[config.mk]
export PLATFORM = sky130hd
export DESIGN_NAME = gessm_mul_arbiter
export DESIGN_NICKNAME = d
export VERILOG_FILES = /design/src/rtl/gessm_mul_arbiter.sv
export SDC_FILE = /design/constraint.sdc
export NUM_CORES = 1
export LEC_CHECK = 0
export ABC_AREA = 1
export CAP_MARGIN = 10
export CORE_MARGIN = 3
export CORE_UTILIZATION = 47
export DETAILED_ROUTE_END_ITERATION = 7
export HOLD_SLACK_MARGIN = 0.08
export PLACE_DENSITY = 0.91
export REMOVE_ABC_BUFFERS = 1
export SETUP_SLACK_MARGIN = 0.4
export SYNTH_ARGS = -nofsm -noshare
export SYNTH_HDL_FRONTEND = slang
export SYNTH_SLANG_ARGS = --single-unit
export TNS_END_PERCENT = 10
[constraint.sdc]
create_clock -name clk -period 4.99 [get_ports clk]
set_clock_uncertainty 0.15 [all_clocks]
set_input_delay 0.7485 -clock clk [delete_from_list [all_inputs] [get_ports clk]]
set_output_delay 0.7485 -clock clk [all_outputs]
set_load 0.005 [all_outputs]
[src/rtl/gessm_mul_arbiter.sv]
// Round-robin front end sharing one 16x16 segmented approximate multiplier
// (n=16, m=8, q=5) across NREQ requesters; two register stages, ID-tagged results.

module gessm_mul_seg (
  input  logic [15:0] x,
  output logic [7:0]  seg,
  output logic [3:0]  sh
);
  always_comb begin
    seg = x[7:0];
    sh  = 4'd0;
    if (|x[15:13]) begin
      seg = x[15:8];
      sh  = 4'd8;
    end else if (|x[12:8]) begin
      seg = x[12:5];
      sh  = 4'd5;
    end
  end
endmodule

module gessm_mul_arbiter #(
  parameter int NREQ = 4,
  parameter int IDW  = $clog2(NREQ)
) (
  input  logic               clk,
  input  logic               rst,
  input  logic [NREQ-1:0]    req_valid,
  output logic [NREQ-1:0]    req_ready,
  input  logic [16*NREQ-1:0] req_a,
  input  logic [16*NREQ-1:0] req_b,
  output logic               rsp_valid,
  input  logic               rsp_ready,
  output logic [31:0]        rsp_data,
  output logic [IDW-1:0]     rsp_id
);

  typedef struct packed {
    logic [7:0]     seg_a;
    logic [7:0]     seg_b;
    logic [4:0]     sh;
    logic [IDW-1:0] id;
  } s1_t;

  // vld_pipe_q[1] = S1 occupancy, vld_pipe_q[2] = rsp_valid
  logic [2:1]     vld_pipe_q, vld_pipe_d;
  logic [IDW-1:0] ptr_q, ptr_d;
  s1_t            s1_q, s1_d;
  logic [31:0]    rsp_data_q, rsp_data_d;
  logic [IDW-1:0] rsp_id_q, rsp_id_d;

  logic           adv1, adv2, xfer;
  logic           gnt_vld;
  logic [IDW-1:0] gnt_idx;
  logic [IDW:0]   cand, nxt;

  logic [1:0][15:0] op;
  logic [1:0][7:0]  seg;
  logic [1:0][3:0]  sh;
  logic [15:0]      p16;
  logic [31:0]      prod;

  assign adv2 = !vld_pipe_q[2] | rsp_ready;
  assign adv1 = !vld_pipe_q[1] | adv2;

  // Rotating priority search starting at ptr_q.
  always_comb begin
    gnt_vld = 1'b0;
    gnt_idx = '0;
    cand    = '0;
    for (int k = 0; k < NREQ; k++) begin
      cand = {1'b0, ptr_q} + (IDW+1)'(k);
      if (cand >= (IDW+1)'(NREQ)) cand = cand - (IDW+1)'(NREQ);
      if (!gnt_vld && req_valid[cand[IDW-1:0]]) begin
        gnt_vld = 1'b1;
        gnt_idx = cand[IDW-1:0];
      end
    end
  end

  assign xfer = adv1 & gnt_vld & !rst;

  always_comb begin
    req_ready = '0;
    if (xfer) req_ready[gnt_idx] = 1'b1;
  end

  assign op[0] = req_a[16*gnt_idx +: 16];
  assign op[1] = req_b[16*gnt_idx +: 16];

  for (genvar l = 0; l < 2; l++) begin : g_seg
    gessm_mul_seg u_seg (.x(op[l]), .seg(seg[l]), .sh(sh[l]));
  end

  assign p16  = 16'(s1_q.seg_a) * 16'(s1_q.seg_b);
  assign prod = {16'b0, p16} << s1_q.sh;

  always_comb begin
    nxt        = {1'b0, gnt_idx} + (IDW+1)'(1);
    if (nxt == (IDW+1)'(NREQ)) nxt = '0;
    ptr_d      = xfer ? nxt[IDW-1:0] : ptr_q;
    vld_pipe_d = vld_pipe_q;
    s1_d       = s1_q;
    rsp_data_d = rsp_data_q;
    rsp_id_d   = rsp_id_q;
    if (adv1) begin
      vld_pipe_d[1] = gnt_vld;
      if (gnt_vld) s1_d = '{seg_a: seg[0], seg_b: seg[1],
                            sh: 5'(sh[0]) + 5'(sh[1]), id: gnt_idx};
    end
    if (adv2) begin
      vld_pipe_d[2] = vld_pipe_q[1];
      rsp_data_d    = prod;
      rsp_id_d      = s1_q.id;
    end
  end

  always_ff @(posedge clk or posedge rst) begin
    if (rst) begin
      vld_pipe_q <= '0;
      ptr_q      <= '0;
      s1_q       <= '0;
      rsp_data_q <= '0;
      rsp_id_q   <= '0;
    end else begin
      vld_pipe_q <= vld_pipe_d;
      ptr_q      <= ptr_d;
      s1_q       <= s1_d;
      rsp_data_q <= rsp_data_d;
      rsp_id_q   <= rsp_id_d;
    end
  end

  assign rsp_valid = vld_pipe_q[2];
  assign rsp_data  = rsp_data_q;
  assign rsp_id    = rsp_id_q;

endmodule

==> impl_metrics.ini <==
[routing]
vias_per_cell = 5.43
avgRoutedWirePerCell_um = 14.9
drt-total-wl_mm = 23.2
ant_nets = 0
drtPass1Iterations = 7
post-route-drc-count = 0
drt-initial-drc-count = 946
vias = 8490

[sta]
post-route-min-period_ps = 4770
fin_crit_sh_pct = 95.6
timing.hold.ws_ps = 327
max_freq_mhz = 210
tns_ps = 0
timing.slew.headroom_pct = 17.1
drv_slew = 0
worst_pin_slew_ps = 1240
finalHoldViolCount = 0
rsz0062_at_grt = yes
setup_viol = 0

[clock_tree]
cts_buffer_depth = 2
clock_latency_ps = 340
path_clk_slew_ps = 60
cts.sinks = 60
tritoncts = yes
cts-root-buf = clkbuf_16
cts_made_buffers = 9
cts-htree-levels = 3
cts.hold.buffers_added = 0

[global_route]
overflow = 0
antenna_found_initial = 0
grtUsageTotal_pct = 25.4
grt_pass1_wl_mm = 37.6
grt_start_max_net_pins = 82
grt_pass1_vias = 8016

[worst_hold_path]
worstHoldPathType = flop to flop

[final_layout]
seq_area_um2 = 1520
antenna_cells = 0
area_growth_pct = 36.3
fill_cells = 1247
final_nets = 1561
final_layout_size_suffix_gt1_share_pct = 14.6
multiInputGateArea_um2 = 5380
postLayoutCoreUtil_pct = 66.4

[logic_synthesis]
async_flop_share_pct = 100
postSynthCellCount = 1184
ys_warn_count = 0
synthesis.area_um2 = 7510
ys_seq_area_share_pct = 20.0
synthTopCellsByCount = 387 x nand2_1, 169 x inv_1, 155 x nand3_1
synth-seq-cells = 60
synth_top_area_share_pct = 20.0
netlist-cell-type-count = 44
netlist_top_cells_area = dfrtp_1 20%, nand2_1 19%, nand3_1 10%
postSynthAreaPerCell_um2 = 6.35
yosysMostFrequentCell = nand2_1
synth_edf_count = 0
yosysTopAreaCell = dfrtp_1
synth_ff_type = dfrtp_1

[floorplanning]
initial_core_util_pct = 48.7
dieHeight_um = 132
rows = 45
core_area_um2 = 15400
dieWidth_um = 132
ios = 174
die_area_um2 = 17500

[critical_path]
cp-start-kind = flop
cp-end-kind = flop
cp.required_ps = 5060
critPathArrivalTime_ps = 4830
crit_path_max_fanout = 6
worst-setup-path-type = flop to flop

[placement]
gp_congestion = 0.971
dp_hpwl_mm = 16.8
port_buffers = 173

[outcome]
status = completed

[flow_run]
drv_cap = 0
[cell families (layout without fill, tap and decap cells)]
kind of cell	Yosys count	count (layout)	share of synthesized area, %
mux	1	1	0.133
buf+inv	244	413	13.3
simple gates	665	665	39.1
fa+ha+maj	78	78	16.7
compound gates	129	129	10.1
xor+xnor	7	7	0.816
flops	60	60	20.0
[flip-flops by register name, indices dropped and copies added, names as in the netlist, named ones only]
register and cells:
rsp_data 32, rsp_id 2, ptr_q 1, vld_pipe_q 2, s1_q 22
[worst max-delay path, cell delays in order, from the launching register on]
cell and delay, ps:
dfrtp_2 400, buf_4 160, nand2_1 80, fa_1 530
inv_1 60, fa_1 500, fa_1 500, ha_1 350
ha_4 280, a21oi_1 230, o21ai_0 140, o21bai_2 230
or2_4 250, nand3_2 110, nand3_2 110, nand2_1 100
nand2_1 60, nand2_2 160, nand2_2 70, nand3_2 80
nand3_1 80
[final timing paths]
path                                       endpoint  depth (start not counted)                  start  slack [ps]
max                        rsp_data[28]$_DFFE_PP0P_                         20   s1_q[14]$_DFFE_PP0P_         220
min in group asynchronous      ptr_q[1]$_DFFE_PP0P_                          3                    rst         810
max in group asynchronous      s1_q[21]$_DFFE_PP0P_                          3                    rst        3320
min reg2reg                   rsp_id[0]$_DFFE_PP0P_                          2  rsp_id[0]$_DFFE_PP0P_         330
max reg2reg                rsp_data[28]$_DFFE_PP0P_                         20   s1_q[14]$_DFFE_PP0P_         220
min                           rsp_id[0]$_DFFE_PP0P_                          2  rsp_id[0]$_DFFE_PP0P_         330
[cells in the final DEF (no fill, tap or decap), types with 6 or more instances in the layout]
| cell | instances |
|---|---|
| a21oi_1 | 31 |
| buf_4 | 40 |
| clkbuf_16 | 9 |
| clkdlybuf4s50_1 | 173 |
| dfrtp_1 | 49 |
| dfrtp_2 | 11 |
| fa_1 | 32 |
| ha_1 | 35 |
| ha_4 | 6 |
| inv_1 | 159 |
| inv_2 | 20 |
| nand2_1 | 378 |
| nand2_2 | 25 |
| nand3_1 | 131 |
| nand3_2 | 27 |
| nand3b_1 | 6 |
| nor2_1 | 69 |
| o211ai_1 | 6 |
| o21ai_0 | 43 |
| o21ai_1 | 6 |
| o21ai_2 | 6 |
| o22ai_1 | 7 |
[final cells by class]
class | count | share of cell area [%]
Clock buffer | 10 | 2.24
Clock inverter | 6 | 0.868
Inverter | 181 | 6.69
Multi-Input combinational cell | 880 | 52.6
Sequential cell | 60 | 14.8
Tap cell | 211 | 2.58
Timing Repair Buffer | 216 | 20.3
[what timing repair did]
| action | CTS | global route |
|---|---|---|
| resized for setup | 52 | 47 |
| pin swaps | 33 | 38 |
| setup endpoints to repair | 25 | 27 |
| gates cloned | 0 | 0 |
| endpoints found under the hold margin | 0 | 0 |
| buffers inserted | 19 | 2 |
[stage by stage]
step | worst slack (ps) | cell area [um2] | instances
after CTS | 360 | 10000 | 1562
after global routing | 61.2 | 10200 | 1564
after global placement | 148 | 9380 | 1527
final | 222 | 10200 | 1564
after floorplan | 374 | 7200 | 1121
after detailed placement | 2.24 | 9380 | 1527
[per-layer routing]
layer | track usage [%] | vias to the layer above | part of all wire (%)
li1 | - | 4053 | -
met5 | 0 | - | 0
met2 | 44.1 | 440 | 49
met1 | 32.5 | 3907 | 39
met3 | 4.07 | 90 | 7.7
met4 | 8.20 | 0 | 3.5
Power is left out: the tool's default activity adds up to more than one toggle a clock period on the data nets, which glitch-free logic cannot reach.
